===== config.mk =====
export PLATFORM = sky130hd
export DESIGN_NAME = cordic_rr_scheduler
export DESIGN_NICKNAME = d
export VERILOG_FILES = /design/src/rtl/cordic_rr_scheduler.sv
export SDC_FILE = /design/constraint.sdc
export NUM_CORES = 1
export LEC_CHECK = 0
export ABC_AREA = 1
export ABC_CLOCK_PERIOD_IN_PS = 3300
export CAP_MARGIN = 20
export CORE_AREA = 2 2 244 246
export CTS_CLUSTER_DIAMETER = 50
export DETAILED_ROUTE_END_ITERATION = 8
export DIE_AREA = 0 0 246 248
export SLEW_MARGIN = 20
export SYNTH_ARGS = -nofsm -noshare
export SYNTH_HDL_FRONTEND = slang
export SYNTH_SLANG_ARGS = --single-unit
export TNS_END_PERCENT = 30

===== constraint.sdc =====
create_clock -name clk -period 3.3 [get_ports clk]
set_input_delay 0.825 -clock clk [delete_from_list [all_inputs] [get_ports clk]]
set_output_delay 0.825 -clock clk [all_outputs]
set_load 0.02 [all_outputs]

===== src/rtl/cordic_rr_scheduler.sv =====
// rtl/cordic_rr_scheduler.sv - round-robin sharing of one fixed-latency pipelined cordic core
// among NREQ requesters, with tag-routed one-cycle result strobes.
module cordic_rr_scheduler #(
  parameter int NREQ         = 4,
  parameter int PIPE_LATENCY = 16,
  parameter int W            = 32,
  parameter int IDW          = 2,
  localparam int CW          = $clog2(PIPE_LATENCY + 2)
) (
  input  logic              clk,
  input  logic              rst_n,
  input  logic [NREQ-1:0]   req_valid,
  output logic [NREQ-1:0]   req_ready,
  input  logic [NREQ*W-1:0] req_x0,
  input  logic [NREQ*W-1:0] req_y0,
  input  logic [NREQ*W-1:0] req_z0,
  output logic [W-1:0]      cordic_x0,
  output logic [W-1:0]      cordic_y0,
  output logic [W-1:0]      cordic_z0,
  input  logic [W-1:0]      cordic_x,
  input  logic [W-1:0]      cordic_y,
  output logic [NREQ-1:0]   rsp_valid,
  output logic [W-1:0]      rsp_x,
  output logic [W-1:0]      rsp_y,
  output logic [IDW-1:0]    rsp_id,
  output logic [CW-1:0]     inflight,
  output logic              idle
);

  localparam logic [IDW:0] NREQ_W = (IDW+1)'(NREQ);

  logic [IDW-1:0] ptr;
  logic [IDW-1:0] gid;
  logic           found;
  logic [IDW:0]   cand;
  logic [IDW:0]   nxt;

  // First valid requester at or after ptr, wrapping modulo NREQ.
  always_comb begin
    found = 1'b0;
    gid   = '0;
    cand  = '0;
    for (int k = 0; k < NREQ; k++) begin
      cand = {1'b0, ptr} + (IDW+1)'(k);
      if (cand >= NREQ_W) cand = cand - NREQ_W;
      if (!found && req_valid[cand[IDW-1:0]]) begin
        found = 1'b1;
        gid   = cand[IDW-1:0];
      end
    end
  end

  always_comb begin
    req_ready = '0;
    if (found) req_ready[gid] = 1'b1;
  end

  always_comb begin
    nxt = {1'b0, gid} + (IDW+1)'(1);
    if (nxt >= NREQ_W) nxt = '0;
  end

  // Issue-stage tag travels alongside the registered core operands.
  logic           iss_v;
  logic [IDW-1:0] iss_id;

  always_ff @(posedge clk or negedge rst_n) begin
    if (!rst_n) begin
      ptr       <= '0;
      cordic_x0 <= '0;
      cordic_y0 <= '0;
      cordic_z0 <= '0;
      iss_v     <= 1'b0;
      iss_id    <= '0;
    end else begin
      iss_v <= found;
      if (found) begin
        ptr       <= nxt[IDW-1:0];
        cordic_x0 <= req_x0[int'(gid)*W +: W];
        cordic_y0 <= req_y0[int'(gid)*W +: W];
        cordic_z0 <= req_z0[int'(gid)*W +: W];
        iss_id    <= gid;
      end
    end
  end

  // One tag stage per core pipeline stage; the core never stalls, so neither does this.
  logic [PIPE_LATENCY-1:0] tag_v;
  logic [IDW-1:0]          tag_id [PIPE_LATENCY];

  always_ff @(posedge clk or negedge rst_n) begin
    if (!rst_n) begin
      tag_v <= '0;
      for (int k = 0; k < PIPE_LATENCY; k++) tag_id[k] <= '0;
    end else begin
      tag_v     <= {tag_v[PIPE_LATENCY-2:0], iss_v};
      tag_id[0] <= iss_id;
      for (int k = 1; k < PIPE_LATENCY; k++) tag_id[k] <= tag_id[k-1];
    end
  end

  logic            rsp_fire;
  logic [NREQ-1:0] rsp_oh;

  assign rsp_fire = tag_v[PIPE_LATENCY-1];

  always_comb begin
    rsp_oh = '0;
    rsp_oh[tag_id[PIPE_LATENCY-1]] = 1'b1;
  end

  always_ff @(posedge clk or negedge rst_n) begin
    if (!rst_n) begin
      rsp_valid <= '0;
      rsp_x     <= '0;
      rsp_y     <= '0;
      rsp_id    <= '0;
    end else begin
      rsp_valid <= rsp_fire ? rsp_oh : '0;
      if (rsp_fire) begin
        rsp_x  <= cordic_x;
        rsp_y  <= cordic_y;
        rsp_id <= tag_id[PIPE_LATENCY-1];
      end
    end
  end

  // Bounded by PIPE_LATENCY+1 because the pipeline holds at most that many tags.
  always_ff @(posedge clk or negedge rst_n) begin
    if (!rst_n) begin
      inflight <= '0;
    end else begin
      case ({found, rsp_fire})
        2'b10:   inflight <= inflight + CW'(1);
        2'b01:   inflight <= inflight - CW'(1);
        default: inflight <= inflight;
      endcase
    end
  end

  assign idle = (inflight == '0) && (req_valid == '0);

endmodule


### Yosys cells after proc, flatten, opt, wreduce, memory -nomap -nowiden

Cells that the tools add are included.

| operators by class | value |
|---|---|
| add/subtract/negate cells | 10 |
| magnitude comparators | 13 |
| equal/unequal tests | 2 |
| shift-type cells | 3 |
| mux-type cells | 28 |
| reductions and logical operators | 12 |

Operators by type and width:

| kind | count |
|---|---|
| $shiftx A128 B8 Y32 | 3 |
| $lt A2 B3 Y1 const B | 6 |
| $mux W2 | 9 |
| $ge A3 B3 Y1 const B | 4 |
| $mux W1 | 10 |
| $pmux W5 S2 | 1 |
| $bmux W1 S2 | 4 |
| $mux W4 | 2 |
| $sub A2 B1 Y2 const B | 4 |
| $add A2 B1 Y3 const B | 2 |
| $add A2 B2 Y3 const B | 2 |
| $logic_and A1 B1 Y1 | 6 |
| $add A5 B1 Y5 const B | 1 |
| $logic_not A5 Y1 | 1 |
| $sub A5 B1 Y5 const B | 1 |
| $demux W1 S2 | 2 |
| $ge A2 B1 Y1 const B | 2 |
| $logic_not A4 Y1 | 1 |
| $ge A2 B3 Y1 const B | 1 |
| $logic_not A1 Y1 | 3 |
| $eq A2 B1 Y1 const B | 1 |
| $eq A2 B2 Y1 const B | 1 |
| $reduce_bool A2 Y1 | 1 |

| storage, ports and cells | value |
|---|---|
| register bits | 224 |
| output and inout port bits | 176 |
| logic and storage cells | 96 |

### Depth between registers and ports, before layout

Gate-level depths: netlist of the first run.

| logic depth | value |
|---|---|
| depth after elaboration | 19 |
| mapped depth | 17 |

### Least setup slack after synthesis of the first run

OpenSTA, ideal clock, no wires.

| timing path | value |
|---|---|
| kind | input -> output |
| start | input req_valid[3] |
| end | output req_ready[1] |
| data arrival time | 2.337 ns |
| data required time | 2.475 ns |
| path slack | 0.138 ns |
| cell stages on the path | 14 |
| buffers on the path | 2 |
| path through | inv_1 -> nand2_1 -> nand3_1 -> nand2_1 -> nand2_1 -> nand2_1 -> nand2_2 -> nand3_2 -> inv_2 -> buf_4 -> buf_2 -> ha_1 -> inv_1 -> nor2_1 |

| between the ends | value |
|---|---|
| cells in the longest elaborated chain, start to end | 17 |
| elaborated cells on any way between the ends | 28 |
| classes of those cells | 2 x order compare; 19 x mux; 7 x reduce/logical |

Ends and longest elaborated chain:

| element | line | RTL |
|---|---|---|
| start: declaration | 12 | `input logic [NREQ-1:0] req_valid,` |
| $bmux W1 S2 | 46 | `if (!found && req_valid[cand[IDW-1:0]]) begin` |
| $mux W1 (not written as such) | 46 |  |
| $mux W1 | 46 |  |
| $logic_not A1 Y1 | 46 |  |
| $logic_and A1 B1 Y1 | 46 |  |
| $mux W1 | 46 |  |
| $logic_not A1 Y1 | 46 |  |
| $logic_and A1 B1 Y1 | 46 |  |
| (+2 left out) | -- |  |
| $logic_and A1 B1 Y1 | 46 |  |
| $mux W2 (*) | 46 |  |
| via gid[0] | 33 | `logic [IDW-1:0] gid;` |
| $lt A2 B3 Y1 (not written as such) or $ge A2 B1 Y1 (tied branches) | 55 | `if (found) req_ready[gid] = 1'b1;` |
| $logic_and A1 B1 Y1 (not written as such) | 55 |  |
| $mux W1 (not written as such) | 55 |  |
| $demux W1 S2 (*) | 55 |  |
| $mux W4 (*) | 55 |  |
| end: declaration | 13 | `output logic [NREQ-1:0] req_ready,` |

The timed path passes the listed nets; every way through them passes the cells marked *. The select of a mux whose other input is x is not followed.

### Final worst setup path of the first run

| timing path | value |
|---|---|
| start | register ptr[0] |
| end | output req_ready[0] |

| between the ends | value |
|---|---|
| cells in the longest elaborated chain, start to end | 19 |
| elaborated cells on any way between the ends | 43 |
| classes of those cells | 7 x add/sub; 6 x order compare; 23 x mux; 7 x reduce/logical |

Ends and longest elaborated chain:

| element | line | RTL |
|---|---|---|
| start: declaration | 32 | `logic [IDW-1:0] ptr;` |
| start signal: assignment | 78 | `ptr <= nxt[IDW-1:0];` |
| parallel branches: the longest is 18 deep, another holds $add A2 B1 Y3 | -- |  |
| $mux W4 (*) | 55 |  |

Mark *: on every way between the ends. The select of a mux whose other input is x is not followed.

==> results.yml, run 1 <==
outcome:
  outcome: "completed"
route:
  viasPerCell: 4.38
  drt_iter0_drc: 575
  wl_per_cell_um: 19.5
  vias: 13400
  drt_pre_antenna_iters: 4
  drc: 0
  final_antenna_net_count: 0
  routed_wl_mm: 59.6
timing:
  post-route-period-util_pct: 97.7
  setup_viol: 0
  fin_crit_ns: 3.23
  rsz0062_at_grt: "true"
  hold-worst-slack_ns: 0.273
  hold_viol_final: 0
  maxSlewViolCount: 0
  setup_slack_ns: 0.0749
  tightest_slew_ns: 0.933
  max_freq_mhz: 310
  timing.setup.tns_ns: 0
  max_slew_margin_pct: 37.8
  finClkSkew_ns: 0.0240
final_layout:
  syn2layout_area_growth_pct: 72.9
  register_area_um2: 5610
  nets: 2713
  utilization_pct: 35.7
  final-instance-count-excl-fill: 3055
  n_fill_cell: 6060
  final_cell_area_um2: 20900
  drive_gt1_share_pct: 11.1
  multi_input_area_um2: 5540
power:
  peakVddDrop_mv: 0.868
  p_per_area_nw_per_um2: 1040
  combPwrFrac_pct: 61.2
  clkPwrFrac_pct: 18.6
  p_sw_share_pct: 48.1
  p_seq_share_pct: 20.1
  switching_power_mw: 10.5
  power_mw: 21.7
  p_int_mw: 11.3
  leakage_nw: 9.86
synthesis:
  async_flop_share_pct: 100
  synth_edf_count: 0
  synth.distinct_cells: 30
  synth-seq-area-share_pct: 46.4
  yosys_warnings: 0
  yosysTopAreaCell: "dfrtp_1"
  yosysMostFrequentCell: "nand2_1"
  netlist_top_cells_area: "dfrtp_1 (46%), nand2_1 (22%), mux2_2 (6.0%)"
  ys_dominant_reg_cell: "dfrtp_1"
  syn-cell-area_um2: 12100
  ys_top_cells_by_count: "nand2_1 (713), dfrtp_1 (224), inv_1 (127)"
  synth_nets: 2082
  synthCells: 1619
  syn_avg_cell_area_um2: 7.46
  ys_ff_latch: 224
  yosysTopAreaCellShare_pct: 46.4
setup_path:
  startpoint_type: "register"
  path_class: "register to output port"
  max_stage_delay_ns: 0.47
  critical_path_required_ns: 2.47
  cp_data_arrival_time_ns: 2.40
  crit_path_max_fanout: 6
  path_cells: "buf_6 -> nand2_1 -> nand2_1 -> nand2_2 -> nand2_2 -> nor2_4 -> nand4_1 -> nand2_4 -> ha_1 -> inv_1 -> nor2_4 -> buf_6"
  crit_start: "ptr[0]$_DFFE_PN0P_"
  r2r_slack_ns: 0.23
  cpLargestDelayFamily: "simple AND/OR/NAND/NOR gates"
  path_buf_inv: 3
  slowest_stage: "dfrtp_2"
  r2r_start: "ptr[0]$_DFFE_PN0P_"
  cp-end-kind: "output port"
placement:
  gp_congestion: 0.984
  placed_cells: 2963
  dp_hpwl_mm: 45.5
  place_area_um2: 19300
  pre_cts_ws_ns: -1.07
  io_buffers: 629
die:
  initial_core_util_pct: 20.7
  die_h_um: 248
  io_pins: 630
  core-area_um2: 58500
  rows: 89
  dieArea_um2: 61000
  die_w_um: 246
clock_tree:
  numClockSinks: 224
  clkLatencyLatePin_ns: 0.55
  cts-root-buf: "clkbuf_16"
  clockBufferDepth: 3
  clk_pin_slew_ns: 0.06
  cts_tree: "built"
  h-tree-depth: 2
  postCtsHoldBufs: 0
  numCtsBuffers: 40
grt:
  grtUsageTotal_pct: 18.7
  antenna_found_initial: 22
  grt_pass1_vias: 13300
  grt_pass1_wl_mm: 84.2
  gr-total-overflow: 0
  grt_max_degree: 117
min_path:
  hold_class: "input pin to asynchronous set/reset pin"
job:
  maxCapViolCount: 0
registers in the layout, summed over array words and instances (netlist names):
register   count
cordic_x0     32
cordic_y0     32
cordic_z0     32
rsp_x         32
rsp_y         32
tag_id        32
tag_v         16
inflight       5
rsp_valid      4
iss_id         2
ptr            2
rsp_id         2
iss_v          1
per-layer routing:
layer	track usage [%]	vias to the layer above	part of all wire, %
li1	-	6403	-
met3	7.45	142	10
met5	0	-	0.30
met4	11.0	28	6.2
met2	32.5	598	48
met1	18.9	6203	35
logic make-up (layout without fill, tap and decap cells):
kind of cell             count (synthesis)  after routing  synth area share (%)
AND/OR/NAND/NOR                       1022           1022                  35.4
buffers and inverters                  245            906                  8.86
flip-flops                             224            224                  46.4
multiplexers                            64             64                  5.97
AO/OA/AOI/OAI                           51             51                  2.19
adder cells (fa/ha/maj)                  9              9                 0.932
XOR/XNOR                                 4              4                 0.290
other                                    0              2                     0
what timing repair did:
action,4_1_cts,5_1_grt
cloned,0,0
pin swaps,12,4
buffers inserted,17,1
setup endpoints to repair,6,5
resized for setup,58,7
placed cells by master, fill, tap and decap left out, types with 3 or more instances in the layout:
cell type and count:
clkinv_4 5, o21ai_0 12, nand2_1 699, nand3_1 98, inv_1 122, clkdlybuf4s50_1 620, nand2_4 3, dfrtp_1 222
clkinv_2 4, buf_6 4, o21ai_1 32, clkinvlp_4 7, nand4_1 112, nor2_1 83, nand2_2 13, a21oi_1 3
nand3_2 5, ha_1 8, dlygate4sd2_1 4, buf_12 9, mux2_2 64, nor2_4 5, buf_4 62, inv_6 8
inv_8 4, inv_2 7, clkbuf_16 40
area by class of cell:
| type | instances | area share [%] |
|---|---|---|
| multi-input cells | 1150 | 26.5 |
| repair buffers | 701 | 33.3 |
| flip-flops and latches | 224 | 26.9 |
| diodes | 2 | 0.0240 |
| inverters | 133 | 2.44 |
| well taps | 773 | 4.63 |
| clock inverters | 28 | 1.26 |
| clock buffers | 44 | 4.96 |
final timing paths:
kind,endpoint,cells past startpoint
worst min register to register,tag_v[5]$_DFF_PN0_,0
worst max register to register,cordic_z0[25]$_DFFE_PN0P_,24
max in group asynchronous,cordic_y0[24]$_DFFE_PN0P_,2
min in group clk,tag_v[5]$_DFF_PN0_,0
worst max-delay path,req_ready[0],12
worst min-delay path,rsp_y[29]$_DFFE_PN0P_,1
power by group through the flow:
| stage | Combinational (mW) | Sequential, mW | Clock, mW |
|---|---|---|---|
| global route | 14.7 | 4.48 | 4.28 |
| floorplan | 7.05 | 5.17 | 0 |
| detailed placement | 12.8 | 4.41 | 0 |
| CTS | 13.4 | 4.39 | 4.19 |
| finish | 13.3 | 4.38 | 4.05 |
| global placement | 12.7 | 4.38 | 0 |
No activity file was read; power rests on OpenSTA's default activity.
==> run 2, diff against run 1 <==
- CTS_CLUSTER_DIAMETER: 50 -> 80
- GPL_TIMING_DRIVEN: not set -> 0
==> run 2 against run 1 <==
Power is 4.6% higher. Maximum frequency is 1.9% lower. Worst setup slack worse by 0.061 ns. Register-to-register slack better by 0.48 ns. Sequential share of layout area is 0.062 points lower. Clock-buffer cell count is 10 lower. Die area stayed put. Highest routed layer unchanged.
==> results.yml, run 2 (synthesis results as in run 1) <==
setup_path:
  max_stage_delay_ns: 0.27
  path_buf_inv: 5
  path_cells: "dlygate4sd2_1 -> inv_2 -> nand2_1 -> nand3_2 -> nand2_2 -> nor2_4 -> nand4_1 -> nand2_4 -> buf_12 -> ha_4 -> inv_2 -> nor2_4 -> buf_6"
  crit_path_max_fanout: 5
  cpLargestDelayFamily: "simple AND/OR/NAND/NOR gates"
  critical_path_required_ns: 2.47
  r2r_slack_ns: 0.71
  cp_data_arrival_time_ns: 2.46
  startpoint_type: "input pin"
  slowest_stage: "dlygate4sd2_1"
  cp-end-kind: "output port"
  path_class: "input pin to output port"
clock_tree:
  clkLatencyLatePin_ns: 0.58
  h-tree-depth: 1
  clk_pin_slew_ns: 0.06
  cts_tree: "built"
  numClockSinks: 224
  postCtsHoldBufs: 0
  cts-root-buf: "clkbuf_16"
  numCtsBuffers: 29
  clockBufferDepth: 3
final_layout:
  syn2layout_area_growth_pct: 73.2
  nets: 2763
  final_cell_mix: "nand2_1 (696), clkdlybuf4s50_1 (619), dfrtp_1 (222), inv_1 (119), nand4_1 (112)"
  n_fill_cell: 6112
  final_cell_area_um2: 20900
  final_common_cell: "nand2_1"
  drive_gt1_share_pct: 11.7
timing:
  hold_viol_final: 0
  fin_crit_ns: 3.29
  post-route-period-util_pct: 99.6
  setup_slack_ns: 0.0137
  max_slew_margin_pct: 41.0
  hold-worst-slack_ns: 0.202
  maxSlewViolCount: 0
  setup_viol: 0
  max_freq_mhz: 304
  finClkSkew_ns: 0.00757
  tightest_slew_ns: 0.885
  rsz0062_at_grt: "true"
power:
  p_per_area_nw_per_um2: 1090
  power_mw: 22.7
  leakage_nw: 9.90
  peakVddDrop_mv: 0.428
grt:
  gr-total-overflow: 0
  grt_pass1_wl_mm: 98.5
  grt_pass1_vias: 14400
  grt_max_degree: 89
  antenna_found_initial: 21
  grtUsageTotal_pct: 22.4
placement:
  pre_cts_ws_ns: -2.07
  dp_hpwl_mm: 56.5
  place_area_um2: 19400
  gp_congestion: 0.960
  io_buffers: 629
die:
  die_w_um: 246
  io_pins: 630
  initial_core_util_pct: 20.7
  dieArea_um2: 61000
  core-area_um2: 58500
  die_h_um: 248
  rows: 89
route:
  wl_per_cell_um: 22.8
  drt_iter0_drc: 670
  viasPerCell: 4.49
  drt_pre_antenna_iters: 5
  vias: 13900
  final_antenna_net_count: 0
  drc: 0
  routed_wl_mm: 71.0
job:
  maxCapViolCount: 0
outcome:
  outcome: "completed"
min_path:
  hold_class: "input pin to asynchronous set/reset pin"
[run 2: changes by cell type in the layout (fill, tap and decap cells not counted), sizes merged]
| cell | delta |
|---|---|
| bufinv | +3 |
| diode | +9 |
| buf | +31 |
| clkdlybuf4s50 | -1 |
| inv | -6 |
| bufbuf | +3 |
| clkinv | +1 |
| clkinvlp | -6 |
| clkbuf | +17 |
| dlygate4sd2 | +1 |
[run 2: metrics by stage]
step	utilization, %	std cells	setup TNS [ns]
2_1_floorplan	-	1619	0
3_3_place_gp	33.1	3021	-2081.32
3_5_place_dp	33.2	3023	-66.34
4_1_cts	35.7	3094	-0.128
5_1_grt	35.8	3102	-0.308
6_report	35.8	3107	0
[run 2: layout make-up]
cell class / count / area [µm²] / share of cell area (%)
tap: 773 / 967 / 4.62
inverter: 133 / 520 / 2.49
buffer: 106 / 591 / 2.82
clock inverter: 20 / 234 / 1.12
multi-input combinational: 1150 / 5580 / 26.7
antenna: 11 / 27.5 / 0.132
clock buffer: 34 / 774 / 3.70
timing repair buffer: 656 / 6620 / 31.6
sequential: 224 / 5610 / 26.8
[run 2: report_power, final]
part	leakage [nW]	switching, mW	total (mW)	internal, mW
registers	2.61	0.562	4.39	3.82
logic	6.78	9.30	14.9	5.62
clock network	0.504	1.40	3.41	2.01
total	9.90	11.3	22.7	11.5
[run 2: metal layers]
metal | routed length (µm) | GRT usage [%] | vias up
met5 | 69 | 0 | -
met3 | 6980 | 6.83 | 106
met1 | 26300 | 25.0 | 6633
met4 | 3280 | 10.5 | 10
li1 | - | - | 6516
met2 | 34300 | 38.9 | 681
[run 2: worst paths after layout]
path	startpoint	to	cells after the start
worst min-delay path	rst_n	rsp_y[27]$_DFFE_PN0P_	1
worst min register to register	tag_id[3]$_DFF_PN0_	tag_id[1]$_DFF_PN0_	0
worst max-delay path	req_valid[2]	req_ready[1]	13
max in group asynchronous	rst_n	ptr[1]$_DFFE_PN0P_	2
min in group clk	tag_id[3]$_DFF_PN0_	tag_id[1]$_DFF_PN0_	0
worst max register to register	tag_v[15]$_DFF_PN0_	rsp_valid[2]$_DFF_PN0_	5
[run 2: repair_timing]
| item | 4_1_cts | 5_1_grt |
|---|---|---|
| cloned | 4 | 0 |
| gates resized for setup | 102 | 16 |
| pin swaps | 21 | 12 |
| setup endpoints to repair | 19 | 6 |
| hold endpoints to repair | 0 | 0 |
| buffers inserted | 17 | 4 |
==> run 3, diff against run 2 <==
- CORE_AREA: 2 2 244 246 -> 3 3 245 247
- DIE_AREA: 0 0 246 248 -> 0 0 248 250
- SLEW_MARGIN: 20 -> not set
==> run 3 against run 2 <==
Clock power shrank 4%. First-iteration DRC count grew 19%. Via count shrank 1.6%. Sequential power is essentially flat. Clock skew grew 0.0019 ns. Non-clock buffer count grew 4. Power shrank 0.91%. Register-to-register slack lost 0.03 ns. Final area is essentially flat. Critical endpoint unchanged. Sequential cell count is the same. Combinational power is essentially flat.
==> results.yml, run 3 (synthesis results as in run 1) <==
outcome:
  outcome: "completed"
route:
  routed_wl_mm: 70.3
  drt_iter0_drc: 795
  vias: 13700
  drc: 0
  drt_pre_antenna_iters: 7
  viasPerCell: 4.43
  wl_per_cell_um: 22.7
  final_antenna_net_count: 0
final_layout:
  final_common_cell: "nand2_1"
  final_cell_mix: "nand2_1 (690), clkdlybuf4s50_1 (619), dfrtp_1 (222), inv_1 (120), nand4_1 (112)"
  final_cell_area_um2: 20900
  drive_gt1_share_pct: 11.9
  nets: 2768
  n_fill_cell: 6120
  syn2layout_area_growth_pct: 73.1
grt:
  grt_max_degree: 115
  grt_pass1_wl_mm: 98.8
  grtUsageTotal_pct: 21.9
  busiest_layer: "met2"
  grt_pass1_vias: 14300
  grtUsageMet2_pct: 38.8
  gr-usage-met3_pct: 7.09
  gr-usage-met1_pct: 24.2
  antenna_found_initial: 25
  gr-total-overflow: 0
die:
  initial_core_util_pct: 20.9
  dieArea_um2: 62000
  core-area_um2: 57800
  die_w_um: 248
  rows: 88
  io_pins: 630
  die_h_um: 250
timing:
  timing.setup.tns_ns: 0
  max_freq_mhz: 304
  hold_viol_final: 0
  tightest_slew_ns: 0.975
  rsz0062_at_grt: "true"
  max_slew_margin_pct: 35.0
  maxSlewViolCount: 0
  hold-worst-slack_ns: 0.308
  finClkSkew_ns: 0.00949
  fin_crit_ns: 3.29
  setup_viol: 0
  post-route-period-util_pct: 99.7
setup_path:
  r2r_cells: 18
  cp-end-kind: "output port"
  startpoint_type: "input pin"
  r2r_slack_ns: 0.68
  cp_data_arrival_time_ns: 2.47
  crit_path_max_fanout: 5
  r2r_start: "ptr[0]$_DFFE_PN0P_"
  critical_path_required_ns: 2.47
  reg2reg_to: "cordic_y0[16]$_DFFE_PN0P_"
  path_class: "input pin to output port"
placement:
  io_buffers: 629
  gp_congestion: 0.974
  place_area_um2: 19400
  dp_hpwl_mm: 56.1
clock_tree:
  clockBufferDepth: 3
  numCtsBuffers: 30
  numClockSinks: 224
  cts-root-buf: "clkbuf_16"
  h-tree-depth: 1
  clkLatencyLatePin_ns: 0.57
  clk_pin_slew_ns: 0.06
  cts_tree: "built"
power:
  power_mw: 22.5
  p_per_area_nw_per_um2: 1080
  clkPwrFrac_pct: 14.5
  combPwrFrac_pct: 66.1
  switching_power_mw: 11.1
  peakVddDrop_mv: 0.434
  p_int_mw: 11.5
  p_seq_share_pct: 19.4
  leakage_nw: 9.89
  p_sw_share_pct: 49.1
job:
  maxCapViolCount: 0
min_path:
  hold_class: "input pin to asynchronous set/reset pin"
## run 3: cell types whose count changed in the layout (fill, tap and decap cells not counted), sizes merged
cell           before  now
clkinvlp            1    5
clkdlybuf4s15       0    1
diode              11    9
inv               137  132
clkinv             11    9
clkbuf             61   67
dlygate4sd2         5    3
bufinv              4    2
buf               108  111
## run 3: metrics by stage
stage | util (%) | setup WS, ns | std cells
2_1_floorplan | - | 0.138 | 1619
3_3_place_gp | 33.4 | -8.75 | 3013
3_5_place_dp | 33.5 | -2.15 | 3014
4_1_cts | 36.0 | -0.0545 | 3087
5_1_grt | 36.2 | -0.129 | 3094
6_report | 36.2 | 0.00879 | 3100
## run 3: power groups by stage
stage | Combinational [mW] | Sequential, mW | Clock, mW
2_1_floorplan | 7.05 | 5.17 | 0
3_3_place_gp | 13.7 | 4.38 | 0
3_5_place_dp | 13.8 | 4.39 | 0
4_1_cts | 15.0 | 4.37 | 3.36
5_1_grt | 16.5 | 4.48 | 3.47
6_report | 14.9 | 4.37 | 3.26
## run 3: critical path: stages
cell	delay, ns
clkdlybuf4s15_1	0.24
inv_2	0.11
nand2_2	0.07
nand3_2	0.08
nand2_2	0.08
nor2_4	0.14
nand4_1	0.15
nand2_4	0.19
buf_12	0.15
ha_4	0.12
inv_1	0.03
nor2_1	0.11
buf_4	0.18
## run 3: area by class of cell
type	count	area [µm²]	area share (%)
plain buffers	107	608	2.91
clock inverters	15	143	0.682
multi-input cells	1150	5600	26.8
inverters	133	523	2.50
repair buffers	659	6620	31.6
well taps	765	957	4.58
flip-flops and latches	224	5610	26.8
clock buffers	38	842	4.03
diodes	9	22.5	0.108
## run 3: per-layer routing
| metal | wire, µm | share of wire, % |
|---|---|---|
| met5 | 126 | 0.18 |
| met4 | 3010 | 4.3 |
| met3 | 6870 | 9.8 |
| met2 | 34600 | 49 |
| met1 | 25700 | 37 |
## run 3: worst max-delay path by stage
stage	startpoint	to	depth (start not counted)
after floorplan	req_valid[3]	req_ready[1]	14
after global placement	rst_n	cordic_y0[24]$_DFFE_PN0P_	1
after detailed placement	req_valid[1]	req_ready[0]	10
after CTS	ptr[0]$_DFFE_PN0P_	req_ready[2]	14
after global routing	ptr[0]$_DFFE_PN0P_	req_ready[1]	15
final	req_valid[0]	req_ready[1]	13
## run 3: repair_timing
action,in CTS,in global routing
hold buffers,0,0
buffers inserted,20,5
resized for setup,93,28
gates cloned,4,0
setup endpoints to repair,18,6
pin swaps,23,12
